[config.mk]
export PLATFORM = sky130hd
export DESIGN_NAME = marchc_engine
export DESIGN_NICKNAME = d
export VERILOG_FILES = /design/src/rtl/mbist_pkg.sv /design/src/rtl/marchc_addr_gen.sv /design/src/rtl/marchc_engine.sv
export SDC_FILE = /design/constraint.sdc
export NUM_CORES = 1
export LEC_CHECK = 0
export CORE_UTILIZATION = 24
export CTS_CLUSTER_DIAMETER = 40
export DETAILED_ROUTE_END_ITERATION = 10
export PLACE_DENSITY = 0.46
export RECOVER_POWER = 100
export SLEW_MARGIN = 40
export SYNTH_ARGS = -nofsm -noshare
export SYNTH_HDL_FRONTEND = slang
export SYNTH_HIERARCHICAL = 1
export SYNTH_SLANG_ARGS = --single-unit
[constraint.sdc]
create_clock -name clk -period 7.9 [get_ports clk]
set_clock_uncertainty 0.2 [all_clocks]
set_input_delay 0.79 -clock clk [delete_from_list [all_inputs] [get_ports clk]]
set_output_delay 0.79 -clock clk [all_outputs]
set_load 0.05 [all_outputs]
[src/rtl/mbist_pkg.sv]
// mbist_pkg: shared encodings for the March C- engine.
// Holds the FSM state encoding, element indices E0..E5, and the per-element
// op count, read/write pattern, address direction and data background.
package mbist_pkg;

  typedef enum logic [1:0] {
    ST_IDLE  = 2'd0,
    ST_RUN   = 2'd1,
    ST_DRAIN = 2'd2,
    ST_DONE  = 2'd3
  } state_e;

  typedef enum logic [2:0] {
    E0 = 3'd0,
    E1 = 3'd1,
    E2 = 3'd2,
    E3 = 3'd3,
    E4 = 3'd4,
    E5 = 3'd5
  } elem_e;

  // Background selectors; replicated to the data width at the point of use.
  localparam logic BG_D0 = 1'b0;
  localparam logic BG_D1 = 1'b1;

  // Index of the last op of an element (0 for one-op elements, 1 for two-op).
  function automatic logic elem_last_op(elem_e e);
    case (e)
      E1, E2, E3, E4: return 1'b1;
      default:        return 1'b0;
    endcase
  endfunction

  // Descending elements walk the address space from the top down.
  function automatic logic elem_desc(elem_e e);
    return (e == E3) || (e == E4);
  endfunction

  // Every two-op element is (read, write); E0 is a lone write, E5 a lone read.
  function automatic logic op_is_write(elem_e e, logic op);
    case (e)
      E0:      return 1'b1;
      E5:      return 1'b0;
      default: return op;
    endcase
  endfunction

  // Background used by an op: write data for writes, expected data for reads.
  function automatic logic op_bg(elem_e e, logic op);
    case (e)
      E1, E3:  return op ? BG_D1 : BG_D0;
      E2, E4:  return op ? BG_D0 : BG_D1;
      default: return BG_D0;
    endcase
  endfunction

endpackage

[src/rtl/marchc_addr_gen.sv]
// marchc_addr_gen: up/down address counter for the March C- engine.
// load_i sets the start address for the given direction, adv_i steps one
// address in that direction, last_o flags the terminal address (no wrap).
module marchc_addr_gen #(
  parameter int ADDR_W = 8
) (
  input  logic              clk,
  input  logic              rst_n,
  input  logic              load_i,
  input  logic              load_desc_i,
  input  logic              adv_i,
  output logic [ADDR_W-1:0] addr_o,
  output logic              last_o
);

  logic [ADDR_W-1:0] addr_q;
  logic              dir_q;

  // Address and direction register; load takes priority over advance.
  always_ff @(posedge clk or negedge rst_n) begin
    if (!rst_n) begin
      addr_q <= '0;
      dir_q  <= 1'b0;
    end else if (load_i) begin
      addr_q <= load_desc_i ? '1 : '0;
      dir_q  <= load_desc_i;
    end else if (adv_i) begin
      addr_q <= dir_q ? addr_q - 1'b1 : addr_q + 1'b1;
    end
  end

  // Terminal address depends on the direction latched at load time.
  always_comb begin
    last_o = dir_q ? (addr_q == '0) : (addr_q == '1);
  end

  assign addr_o = addr_q;

endmodule

[src/rtl/marchc_engine.sv]
// marchc_engine: March C- sequencer and read comparator for one SRAM.
// Optional build macro: MARCHC_FAIL_LOG_EN (first-failure address/data log).
//
//   state    | meaning
//   ---------+-------------------------------------------------------------
//   ST_IDLE  | no ops; waits for marchc_en, clears fail/log when starting
//   ST_RUN   | issues one op per cycle, E0..E5
//   ST_DRAIN | last read in flight; its compare lands here
//   ST_DONE  | marchc_complete high until marchc_en drops
module marchc_engine
  import mbist_pkg::*;
#(
  parameter int ADDR_W = 8,
  parameter int DATA_W = 8
) (
  input  logic              clk,
  input  logic              rst_n,
  input  logic              marchc_en,
  output logic              marchc_complete,
  output logic [ADDR_W-1:0] mem_addr,
  output logic [DATA_W-1:0] mem_wdata,
  output logic              mem_we,
  output logic              mem_re,
  input  logic [DATA_W-1:0] mem_rdata,
  output logic              fail,
  output logic [ADDR_W-1:0] fail_addr,
  output logic [DATA_W-1:0] fail_exp,
  output logic [DATA_W-1:0] fail_act
);

  state_e            state_q, state_d;
  elem_e             elem_q, elem_d;
  logic              op_q, op_d;
  logic              ag_load, ag_load_desc, ag_adv, ag_last;
  logic              issue, start;
  logic              we_d, re_d;
  logic [DATA_W-1:0] wdata_d, rexp_d;
  logic              we_q, re_q;
  logic [DATA_W-1:0] wdata_q, rexp_q;
  logic              chk_q;
  logic [DATA_W-1:0] chk_exp_q;
  logic              fail_q;
  logic              mismatch;

  marchc_addr_gen #(.ADDR_W(ADDR_W)) u_addr_gen (
    .clk         (clk),
    .rst_n       (rst_n),
    .load_i      (ag_load),
    .load_desc_i (ag_load_desc),
    .adv_i       (ag_adv),
    .addr_o      (mem_addr),
    .last_o      (ag_last)
  );

  // State and op-position registers; (elem_q, op_q, address) is the op on the bus.
  always_ff @(posedge clk or negedge rst_n) begin
    if (!rst_n) begin
      state_q <= ST_IDLE;
      elem_q  <= E0;
      op_q    <= 1'b0;
    end else begin
      state_q <= state_d;
      elem_q  <= elem_d;
      op_q    <= op_d;
    end
  end

  // Next state and next op position; the op chosen here is issued at this edge.
  always_comb begin
    state_d      = state_q;
    elem_d       = elem_q;
    op_d         = op_q;
    ag_load      = 1'b0;
    ag_load_desc = 1'b0;
    ag_adv       = 1'b0;
    issue        = 1'b0;
    start        = 1'b0;
    case (state_q)
      ST_IDLE: begin
        if (marchc_en) begin
          state_d = ST_RUN;
          elem_d  = E0;
          op_d    = 1'b0;
          ag_load = 1'b1;
          issue   = 1'b1;
          start   = 1'b1;
        end
      end
      ST_RUN: begin
        if (!marchc_en) begin
          state_d = ST_IDLE;
        end else if (op_q != elem_last_op(elem_q)) begin
          op_d  = 1'b1;
          issue = 1'b1;
        end else if (!ag_last) begin
          op_d   = 1'b0;
          ag_adv = 1'b1;
          issue  = 1'b1;
        end else if (elem_q == E5) begin
          state_d = ST_DRAIN;
        end else begin
          elem_d       = elem_e'(elem_q + 3'd1);
          op_d         = 1'b0;
          ag_load      = 1'b1;
          ag_load_desc = elem_desc(elem_d);
          issue        = 1'b1;
        end
      end
      ST_DRAIN: state_d = marchc_en ? ST_DONE : ST_IDLE;
      ST_DONE:  if (!marchc_en) state_d = ST_IDLE;
      default:  state_d = ST_IDLE;
    endcase
  end

  // Op decode for the memory port and the completion level.
  always_comb begin
    we_d            = issue &&  op_is_write(elem_d, op_d);
    re_d            = issue && !op_is_write(elem_d, op_d);
    wdata_d         = {DATA_W{op_bg(elem_d, op_d)}};
    rexp_d          = {DATA_W{op_bg(elem_d, op_d)}};
    marchc_complete = (state_q == ST_DONE);
    mismatch        = chk_q && (mem_rdata != chk_exp_q);
  end

  // Memory strobes/data, expected-data pipeline and sticky fail flag.
  always_ff @(posedge clk or negedge rst_n) begin
    if (!rst_n) begin
      we_q      <= 1'b0;
      re_q      <= 1'b0;
      wdata_q   <= '0;
      rexp_q    <= '0;
      chk_q     <= 1'b0;
      chk_exp_q <= '0;
      fail_q    <= 1'b0;
    end else begin
      we_q      <= we_d;
      re_q      <= re_d;
      if (we_d) wdata_q <= wdata_d;
      rexp_q    <= rexp_d;
      chk_q     <= re_q;
      chk_exp_q <= rexp_q;
      if (start)         fail_q <= 1'b0;
      else if (mismatch) fail_q <= 1'b1;
    end
  end

`ifdef MARCHC_FAIL_LOG_EN
  logic [ADDR_W-1:0] chk_addr_q;
  logic [ADDR_W-1:0] log_addr_q;
  logic [DATA_W-1:0] log_exp_q, log_act_q;

  // First-failure log; later mismatches in the same run leave it untouched.
  always_ff @(posedge clk or negedge rst_n) begin
    if (!rst_n) begin
      chk_addr_q <= '0;
      log_addr_q <= '0;
      log_exp_q  <= '0;
      log_act_q  <= '0;
    end else begin
      chk_addr_q <= mem_addr;
      if (start) begin
        log_addr_q <= '0;
        log_exp_q  <= '0;
        log_act_q  <= '0;
      end else if (mismatch && !fail_q) begin
        log_addr_q <= chk_addr_q;
        log_exp_q  <= chk_exp_q;
        log_act_q  <= mem_rdata;
      end
    end
  end

  assign fail_addr = log_addr_q;
  assign fail_exp  = log_exp_q;
  assign fail_act  = log_act_q;
`else
  assign fail_addr = '0;
  assign fail_exp  = '0;
  assign fail_act  = '0;
`endif

  assign mem_we    = we_q;
  assign mem_re    = re_q;
  assign mem_wdata = wdata_q;
  assign fail      = fail_q;

endmodule

; After elaboration in Yosys (flattened, before gate mapping)
; Cells that the tools add are included.
[totals]
register_bits = 22
latchBits = 0
ramBits = 0
mem_bits_ro = 0
mem_count = 0
[op_classes]
addsub = 3
multipliers = 0
n_div = 0
n_lt_le_gt_ge = 0
n_eq_ne = 23
shifts = 0
mux = 54
bitwise_logic = 0
n_reduce_logical = 14
[ops]
columns = operator, count
row1 = $mux W8, 4
row2 = $mux W1, 31
row3 = $eq A3 B2 Y1 const B, 5
row4 = $eq A3 B3 Y1 const B, 5
row5 = $mux W3, 5
row6 = $mux W2, 7
row7 = $pmux W1 S2, 5
row8 = $ne A3 B3 Y1 const B, 3
row9 = $add A8 B1 Y8 const B, 1
row10 = $eq A8 B8 Y1 const B, 1
row11 = $logic_not A8 Y1, 1
row12 = $ne A8 B8 Y1, 1
row13 = $pmux W2 S4, 1
row14 = $sub A8 B1 Y8 const B, 1
row15 = $eq A3 B1 Y1 const B, 2
row16 = $pmux W3 S2, 1
row17 = $reduce_and A5 Y1, 1
row18 = $eq A2 B2 Y1 const B, 2
row19 = $ne A2 B2 Y1 const B, 2
row20 = $reduce_bool A2 Y1, 2
row21 = $reduce_or A2 Y1, 2
row22 = $reduce_or A4 Y1, 1
row23 = $add A3 B1 Y3 const B, 1
row24 = $logic_and A1 B1 Y1, 3
row25 = 6 further kinds, 6

; Logic depth before layout (Yosys ltp)
; Gate-level depths: netlist of run 1.
[depth]
word_depth = 13
ltp_mapped = 13
mapped_depth_nobuf = 13

; By module
; The synthesis of run 1 kept the hierarchy.
[modules_own_cells]
columns = mod, n_inst, cells_each, area_each_um2, seq_area_each_um2
row1 = marchc_engine, 1, 128, 1169.9, 325.3
row2 = marchc_addr_gen, 1, 80, 676.9, 225.2

; Worst setup path before layout of run 1
; OpenSTA, ideal clock, no wires.
[synth_timing]
path_kind = reg-to-reg
startpoint = register u_addr_gen.addr_q[0] (netlist: u_addr_gen/addr_o[0])
endpoint = register u_addr_gen.addr_q[6] (netlist: u_addr_gen/addr_o[6])
setup_time_ns = 0.142
t_arrival_ns = 2.786
slack_ns = 4.772
path_stages_with_launch = 11
cell_sequence = dfrtp_1 -> inv_1 -> o31ai_1 -> nand2_1 -> a21oi_1 -> and3_4 -> nand2_1 -> a21oi_1 -> inv_1 -> nor2_1 -> nor4_1
[synth_via]
word_cells_on_any_way = 22
[synth_rtl]
columns = item, line
row1 = from (decl), marchc_addr_gen.sv:16  ; logic [ADDR_W-1:0] addr_q;
row2 = from (signal assigned), marchc_addr_gen.sv:25  ; addr_q <= load_desc_i ? '1 : '0;
row3 = from (signal assigned), marchc_addr_gen.sv:28  ; addr_q <= dir_q ? addr_q - 1'b1 : addr_q + 1'b1;
row4 = $eq A8 B8 Y1 or $logic_not A8 Y1 (tied branches), marchc_addr_gen.sv:34  ; last_o = dir_q ? (addr_q == '0) : (addr_q == '1);
row5 = $mux W1 *, marchc_addr_gen.sv:34
row6 = net ag_last, marchc_engine.sv:34  ; logic ag_load, ag_load_desc, ag_adv, ag_last;
row7 = $mux W1 *, marchc_engine.sv:95  ; end else if (!ag_last) begin
row8 = $mux W1 *, marchc_engine.sv:92  ; end else if (op_q != elem_last_op(elem_q)) begin
row9 = $mux W1 *, marchc_engine.sv:90  ; if (!marchc_en) begin
row10 = $pmux W1 S2 *, marchc_engine.sv:78  ; case (state_q)
row11 = net ag_load, marchc_engine.sv:34
row12 = $mux W8 or $reduce_bool A2 Y1 (tied branches), n/a
; The timed path passes the listed nets; every way through them passes the cells marked *. The select of a mux whose other input is x is not followed.
; A chain may end at the register's enable or synchronous reset.

; Final worst setup path of run 1
[layout_timing]
startpoint = register elem_q[0]
endpoint = register re_q (netlist: mem_re)
[layout_via]
elab_chain_len = 13
word_cells_on_any_way = 32
[layout_lines]
columns = item, line
row1 = from (decl), marchc_engine.sv:32  ; elem_e elem_q, elem_d;
row2 = from (signal assigned), marchc_engine.sv:63  ; elem_q <= elem_d;
row3 = $eq A3 B1 Y1 (tied with other cells), mbist_pkg.sv:28  ; case (e)
row4 = $reduce_or A4 Y1, mbist_pkg.sv:28
row5 = $mux W1, mbist_pkg.sv:28
row6 = $mux W1, marchc_engine.sv:90
row7 = $mux W1, marchc_engine.sv:78
row8 = $ne A1 B1 Y1, marchc_engine.sv:92
row9 = $mux W3 *, marchc_engine.sv:92
row10 = $mux W3 *, marchc_engine.sv:90
row11 = $pmux W3 S2 *, marchc_engine.sv:78
row12 = net elem_d[1], marchc_engine.sv:32
row13 = $eq A3 B3 Y1 or $logic_not A3 Y1 (tied branches), mbist_pkg.sv:41  ; case (e)
row14 = $pmux W1 S2 *, mbist_pkg.sv:41
row15 = $logic_not A1 Y1 *, marchc_engine.sv:118  ; re_d = issue && !op_is_write(elem_d, op_d);
row16 = $logic_and A1 B1 Y1 *, marchc_engine.sv:118
row17 = net re_d, marchc_engine.sv:36  ; logic we_d, re_d;
row18 = to (signal assigned), marchc_engine.sv:137  ; re_q <= re_d;
row19 = to (decl), marchc_engine.sv:38  ; logic we_q, re_q;
; Marked as above.

==> impl_metrics.ini, run 1 <==
[run_status]
status = complete, no violations

[final_layout]
num-nets-final = 256
syn2layout_area_growth_pct = 13.8
post-route-util = 0.287
mostFrequentLayoutCells = 24 x conb_1, 22 x dfrtp_1, 21 x dlygate4sd3_1, 17 x a21oi_1
mostFrequentLayoutCell = conb_1
n_fill_cell = 799
fin_area_um2 = 2100
drive_above_1_share = 0.0733
insertedDiodeCount = 0

[pwr]
switching_share = 0.398
switching_power_mw = 0.130
power.density_nw_per_um2 = 155
ir_worst_vdd_uv = 59.5
pwr-share-seq = 0.405
combPwrFrac = 0.347
leakagePower_nw = 0.955
p_int_mw = 0.196
p_clk_frac = 0.248

[critical_path]
worstSetupPathType = flip-flop to flip-flop
critical_path.slowest_cell = a311oi_1
critPathBufInv = 2
crit_top_cell = o21ai_0
path_cells = inv_1, ha_1, nor4_1, o21ai_0, and3_2, a311oi_1, clkinv_1, o21ai_0, a22o_1
setup.worst_path.end_class = flip-flop
cp_max_fo = 7
startpoint_type = flip-flop
critPathRequiredTime_ps = 7890
cp_top_family = compound AO/OA/AOI/OAI gates
critical_path.max_stage_delay_ps = 560
arrival_ps = 3600

[floorplanning]
io_pins = 55
dieHeight_um = 89.7
dieArea_um2 = 8050
initial_core_util = 0.252
rows = 31
core-area_um2 = 7330
die_w_um = 89.7

[timing]
period_share = 0.457
finalSetupViolCount = 0
slew_viol_final = 0
setup_ws_ps = 4290
timing.fmax_mhz = 277
fin_crit_ps = 3610
rsz0062_at_grt = no
hold_viol = 0
tns_ps = 0
worstMarginPinSlew_ps = 1220
maxSlewHeadroom = 0.188

[logic_synthesis]
synth.top_cell.area_share = 0.298
synth_edf_count = 0
dominantRegCellSynth = dfrtp_1
syn_inst = 208
synth_seq_cells = 22
synth_area_per_cell_um2 = 8.88
synth.area.top_cells = dfrtp_1 30%, buf_4 13%, ha_1 7.5%
yosysWarnings = 6
synth_area_um2 = 1850
synth_top_area_cell = dfrtp_1
synth_cell_types = 58
async_reset_ff_frac = 1.00
ys_seq_area_frac = 0.298

[grt]
grt-ovfl-total = 0
grt_pass1_vias = 1374
grt_max_degree = 23
grt_usage = 0.102
antenna_found_initial = 0
grt_pass1_wl_mm = 6.81

[placement]
gp_congestion = 0.779
post_dp_cell_area_um2 = 2110
hpwl_mm = 3.11
portBuffers = 30
pre_cts_ws_ps = 4250

[routing]
postRouteWirelength_mm = 3.99
vias = 1504
firstDrtPassIters = 4
drc = 0
drtIter0Drc = 83
final_antenna_net_count = 0
viasPerCell = 4.54
wl_per_cell_um = 12.1

[clock_network]
cts_buffers = 3
cts_tree = built
ctsResizeCount = 0
clock_latency_ps = 260
cts_root_buf = clkbuf_8
clockBufferDepth = 2
cts.sinks = 22
ctsHoldBuffers = 0
htreeDepth = 1
postCtsSetupBuffers = 0
clkTransAtPathRegs_ps = 80

[job]
maxCapViolations = 0

[worst_hold_path]
min_path_type = flip-flop to flip-flop
final timing paths:
| path | startpoint | to | slack [ps] | cells past startpoint |
|---|---|---|---|---|
| min in group asynchronous | rst_n | u_addr_gen/addr_o[7] | 560 | 1 |
| max reg2reg | elem_q[0] | mem_re | 4290 | 9 |
| min reg2reg | rexp_q[0] | chk_exp_q[0] | 150 | 0 |
| max in group asynchronous | rst_n | op_q | 6220 | 1 |
| min | rexp_q[0] | chk_exp_q[0] | 150 | 0 |
| max | elem_q[0] | mem_re | 4290 | 9 |
flip-flops by register name (all words and copies together) (netlist names):
register	cells
chk_exp_q	1
chk_q	1
elem_q	3
fail	1
mem_re	1
mem_wdata	1
mem_we	1
op_q	1
rexp_q	1
state_q	2
u_addr_gen/addr_o	8
u_addr_gen/dir_q	1
metal layers:
| layer | vias to the layer above | wire length, um | global-route usage |
|---|---|---|---|
| met2 | 51 | 1730 | 0.158 |
| met4 | 0 | 14 | 0.0123 |
| met1 | 707 | 1990 | 0.147 |
| met3 | 2 | 259 | 0.0245 |
| met5 | - | 0 | 0 |
| li1 | 744 | - | - |
cells in the mapped netlist, drive strengths merged (2+ instances only):
cell type	n
inv	15
o21ai	9
a211oi	2
and3	6
xnor2	2
dfrtp	22
nor3	7
nor2b	3
nand3	6
ha	11
nand2b	3
nor4	5
o21a	3
a311oi	2
nand4	5
a21oi	18
nor2	7
buf	33
xor2	2
o31a	2
and2	3
or3	2
nand2	14
a31oi	6
logic make-up after synthesis:
family                   synth area share
AND/OR/NAND/NOR                     0.207
AO/OA/AOI/OAI                       0.210
buffers and inverters               0.167
flip-flops                          0.298
adder cells (fa/ha/maj)            0.0854
XOR/XNOR                           0.0190
multiplexers                       0.0115
other                             0.00203
per-stage QoR:
step           total power, mW  hold slack [ps]  instances
2_1_floorplan            0.226              131        231
3_3_place_gp             0.253              133        327
3_5_place_dp             0.251              136        327
4_1_cts                  0.333              155        331
5_1_grt                  0.344              168        331
6_report                 0.326              150        331
power by group through the flow:
stage | Clock (mW) | Sequential, mW | Combinational [mW]
2_1_floorplan | 0 | 0.157 | 0.0690
3_3_place_gp | 0 | 0.136 | 0.118
3_5_place_dp | 0 | 0.135 | 0.116
4_1_cts | 0.0833 | 0.133 | 0.117
5_1_grt | 0.0882 | 0.134 | 0.121
6_report | 0.0808 | 0.132 | 0.113
final cells by class:
cell class / instances / area [um2] / share of cell area
Clock buffer: 4 / 55.1 / 0.0262
Sequential cell: 22 / 551 / 0.262
Multi-Input combinational cell: 160 / 1010 / 0.482
Inverter: 15 / 56.3 / 0.0268
Timing Repair Buffer: 31 / 302 / 0.144
Tap cell: 99 / 124 / 0.0590
No activity file was read; power rests on OpenSTA's default activity.
==> inputs of run 2 (changes only) <==
--- a/config.mk
+++ b/config.mk
@@ -8,7 +8,7 @@
 export CORE_UTILIZATION = 24
 export CTS_CLUSTER_DIAMETER = 40
 export DETAILED_ROUTE_END_ITERATION = 10
-export PLACE_DENSITY = 0.46
+export PLACE_DENSITY = 0.48
 export RECOVER_POWER = 100
 export SLEW_MARGIN = 40
 export SYNTH_ARGS = -nofsm -noshare
==> constraint.sdc (replaced) <==
create_clock -name clk -period 3 [get_ports clk]
set_clock_uncertainty 0.2 [all_clocks]
set_input_delay 0.3 -clock clk [delete_from_list [all_inputs] [get_ports clk]]
set_output_delay 0.3 -clock clk [all_outputs]
set_load 0.05 [all_outputs]
==> impl_metrics.ini, run 2 (synthesized netlist as in run 1, its figures left out) <==
[routing]
firstDrtPassIters = 4
viasPerCell = 4.48
drc = 0
final_antenna_net_count = 0
drtIter0Drc = 100
vias = 1515
wl_per_cell_um = 12.0
postRouteWirelength_mm = 4.07

[clock_network]
cts_buffers = 3
clkTransAtPathRegs_ps = 80
cts.sinks = 22
ctsResizeCount = 0
clockBufferDepth = 2
htreeDepth = 1
postCtsSetupBuffers = 0
cts_tree = built
cts_root_buf = clkbuf_8
ctsHoldBuffers = 0
clock_latency_ps = 260

[floorplanning]
rows = 31
core-area_um2 = 7330
initial_core_util = 0.252
dieArea_um2 = 8050
die_w_um = 89.7
dieHeight_um = 89.7
io_pins = 55

[timing]
worstMarginPinSlew_ps = 1190
period_share = 0.944
slew_viol_final = 0
hold_viol = 0
whs_ps = 163
rsz0062_at_grt = yes
finalSetupViolCount = 0
maxSlewHeadroom = 0.204
tns_ps = 0
timing.fmax_mhz = 353
fin_crit_ps = 2830

[final_layout]
n_fill_cell = 788
syn2layout_area_growth_pct = 21.1
mostFrequentLayoutCell = conb_1
num-nets-final = 263
largest_reg_flops = 8
insertedDiodeCount = 0
multiInputGateArea_um2 = 1080
register_area_um2 = 562
drive_above_1_share = 0.172
mostFrequentLayoutCells = 24 x conb_1, 21 x dlygate4sd3_1, 16 x a21oi_1, 14 x nand2_1
fin_area_um2 = 2240

[critical_path]
startpoint_type = flip-flop
critPathRequiredTime_ps = 2950
critical_path.max_stage_delay_ps = 460
r2r-end = u_addr_gen/addr_o[6]
cp_top_family = simple AND/OR/NAND/NOR gates
critical_path.slowest_cell = dfrtp_2
critPathBufInv = 2
cp_max_fo = 7
setup.worst_path.end_class = flip-flop
path_cells = inv_1, ha_1, nor4_4, or3_4, and3_4, nand2_1, a21oi_2, buf_4, nor2_1, and4_1, nor4_1
arrival_ps = 2790
r2r_setup_slack_ps = 170
r2r_cells = 11
worstSetupPathType = flip-flop to flip-flop
timing.rr.start = elem_q[0]

[worst_hold_path]
holdPathStages = 0
min_to = chk_exp_q[0]
min_from = rexp_q[0]
min_path_type = flip-flop to flip-flop

[grt]
grt_pass1_vias = 1430
grt_max_degree = 23
antenna_found_initial = 0
grt_usage = 0.105
grt_pass1_wl_mm = 7.00
grt-ovfl-total = 0

[job]
maxCapViolations = 0

[pwr]
leakagePower_nw = 0.998
power.density_nw_per_um2 = 387
power_mw = 0.866
ir_worst_vdd_uv = 148

[placement]
portBuffers = 30
post_dp_cell_area_um2 = 2180
gp_congestion = 0.784
hpwl_mm = 3.24

[run_status]
status = complete, no violations
## run 2: through the flow
stage                      util  instances  worst slack, ps
after floorplan               -        231             43.2
after global placement    0.297        334              179
after detailed placement  0.297        334              136
after CTS                 0.304        338             97.0
after global routing      0.305        338            -50.1
final                     0.305        338              167
## run 2: metal layers
| metal | routed length (um) | up-vias | part of all wire | track usage |
|---|---|---|---|---|
| met5 | 0 | - | 0 | 0 |
| li1 | - | 752 | - | - |
| met2 | 1790 | 50 | 0.44 | 0.159 |
| met1 | 2040 | 709 | 0.50 | 0.155 |
| met3 | 201 | 4 | 0.049 | 0.0161 |
| met4 | 40 | 0 | 0.0098 | 0.0246 |
## run 2: layout make-up
| cell class | count | area share |
|---|---|---|
| repair buffers | 38 | 0.159 |
| flip-flops and latches | 22 | 0.251 |
| clock buffers | 4 | 0.0246 |
| well taps | 99 | 0.0554 |
| multi-input cells | 160 | 0.484 |
| inverters | 15 | 0.0252 |
## run 2: worst max path at each step
stage                         start                    to  slack (ps)  cells after the start
2_1_floorplan  u_addr_gen/addr_o[0]  u_addr_gen/addr_o[6]          40                     10
3_3_place_gp              elem_q[0]  u_addr_gen/addr_o[6]         180                     11
3_5_place_dp              elem_q[0]  u_addr_gen/addr_o[6]         140                     10
4_1_cts                   elem_q[0]  u_addr_gen/addr_o[6]         100                     10
5_1_grt                   elem_q[0]  u_addr_gen/addr_o[6]         -50                     11
6_report                  elem_q[0]  u_addr_gen/addr_o[6]         170                     11
## run 2: where the power goes
| group | switching, mW | internal (mW) |
|---|---|---|
| registers | 0.0296 | 0.320 |
| logic | 0.217 | 0.0882 |
| clock network | 0.0939 | 0.117 |
## run 2: worst register-to-register path, stage by stage (launching register included)
cell,delay (ps)
dfrtp_2,460
inv_1,90
ha_1,240
nor4_4,370
or3_4,230
and3_4,230
nand2_1,70
a21oi_2,200
buf_4,160
nor2_1,40
and4_1,190
nor4_1,240
==> inputs of run 3 (changes only) <==
--- a/config.mk
+++ b/config.mk
@@ -5,6 +5,7 @@
 export SDC_FILE = /design/constraint.sdc
 export NUM_CORES = 1
 export LEC_CHECK = 0
+export CORE_ASPECT_RATIO = 1.4
 export CORE_UTILIZATION = 24
 export CTS_CLUSTER_DIAMETER = 40
 export DETAILED_ROUTE_END_ITERATION = 10
==> impl_metrics.ini, run 3 (synthesized netlist as in run 1, its figures left out) <==
[run_status]
status = complete, no violations

[floorplanning]
die_w_um = 76.1
core-area_um2 = 7410
io_pins = 55
dieHeight_um = 106
initial_core_util = 0.249
dieArea_um2 = 8050
rows = 37

[pwr]
pwr-share-seq = 0.371
ir_worst_vdd_uv = 244
leakagePower_nw = 1.03
switching_share = 0.374
switching_power_mw = 0.352
p_int_mw = 0.590
power.density_nw_per_um2 = 414
combPwrFrac = 0.332
p_clk_frac = 0.297

[timing]
fin_crit_ps = 2810
whs_ps = 166
worstMarginPinSlew_ps = 1250
slew_viol_final = 0
period_share = 0.936
maxSlewHeadroom = 0.169
finalSetupViolCount = 0
timing.fmax_mhz = 356
hold_viol = 0

[routing]
wl_per_cell_um = 12.8
viasPerCell = 4.52
postRouteWirelength_mm = 4.36
final_antenna_net_count = 0
drc = 0
drtIter0Drc = 67
firstDrtPassIters = 4
vias = 1536

[clock_network]
clkTransAtPathRegs_ps = 80
clockBufferDepth = 2
htreeDepth = 1
ctsHoldBuffers = 0
cts_buffers = 3
clock_latency_ps = 270
cts.sinks = 22
cts_tree = built
cts_root_buf = clkbuf_8

[critical_path]
arrival_ps = 2770
cp_max_fo = 7
r2r_cells = 10
r2r_setup_slack_ps = 190
r2r-end = u_addr_gen/addr_o[6]
timing.rr.start = elem_q[1]
worstSetupPathType = flip-flop to flip-flop
startpoint_type = flip-flop
setup.worst_path.end_class = flip-flop
critPathRequiredTime_ps = 2960

[grt]
antenna_found_initial = 0
grt_pass1_wl_mm = 7.33
grt_max_degree = 23
grt-ovfl-total = 0
grt_pass1_vias = 1518
grt_usage = 0.115

[worst_hold_path]
min_to = chk_exp_q[0]
min_from = rexp_q[0]
holdPathStages = 0
min_path_type = flip-flop to flip-flop

[final_layout]
drive_above_1_share = 0.185
num-nets-final = 267
largest_reg_flops = 8
mostFrequentLayoutCell = conb_1
syn2layout_area_growth_pct = 23.2
mostFrequentLayoutCells = 24 x conb_1, 22 x dlygate4sd3_1, 17 x a21oi_1
insertedDiodeCount = 0
fin_area_um2 = 2280

[placement]
hpwl_mm = 3.37
portBuffers = 30
gp_congestion = 0.876
post_dp_cell_area_um2 = 2200

[job]
maxCapViolations = 0
run 3: worst max-delay path by stage:
stage,start,to,slack [ps]
3_5_place_dp,elem_q[1],u_addr_gen/addr_o[6],200
5_1_grt,elem_q[1],u_addr_gen/addr_o[6],-40
2_1_floorplan,u_addr_gen/addr_o[0],u_addr_gen/addr_o[6],40
4_1_cts,elem_q[1],u_addr_gen/addr_o[6],180
3_3_place_gp,elem_q[1],u_addr_gen/addr_o[2],220
6_report,elem_q[1],u_addr_gen/addr_o[6],190
run 3: repair_timing:
item	in CTS	in global routing
resized for setup	0	4
setup buffers	0	0
setup endpoints to repair	0	6
run 3: cell type report:
cell class,count,area (um2)
timing repair buffer,42,387
inverter,15,56.3
clock inverter,1,30.0
fill,812,5130
sequential,22,561
multi-input combinational,160,1080
tap,97,121
clock buffer,3,41.3
run 3: worst max-delay path: stages (launching register included):
cell and delay [ps]:
dfrtp_1 450, ha_1 300, nor4_4 370, or3_4 230, and3_2 260, nand2_1 70
a21oi_1 140, buf_4 160, nor2_1 50, and4_1 220, nor4_2 260
run 3: stage by stage:
step | util | total power [mW] | setup slack (ps) | std cells | setup TNS [ps]
2_1_floorplan | - | 0.599 | 43.2 | 231 | 0
3_3_place_gp | 0.297 | 0.676 | 217 | 336 | 0
3_5_place_dp | 0.297 | 0.676 | 202 | 336 | 0
4_1_cts | 0.307 | 0.962 | 176 | 340 | 0
5_1_grt | 0.307 | 1.00 | -38.0 | 340 | -38.0
6_report | 0.307 | 0.943 | 192 | 340 | 0
run 3: power groups by stage:
stage	registers, mW	logic [mW]	clock network, mW
floorplan	0.417	0.182	0
global placement	0.355	0.321	0
detailed placement	0.357	0.319	0
CTS	0.350	0.321	0.291
global route	0.355	0.337	0.312
finish	0.350	0.313	0.280
run 3: routing by layer:
metal / up-vias / wire length, um / track usage
li1: 759 / - / -
met1: 727 / 1760 / 0.124
met2: 46 / 2390 / 0.223
met3: 4 / 171 / 0.0182
met4: 0 / 47 / 0.0426
met5: - / 0 / 0
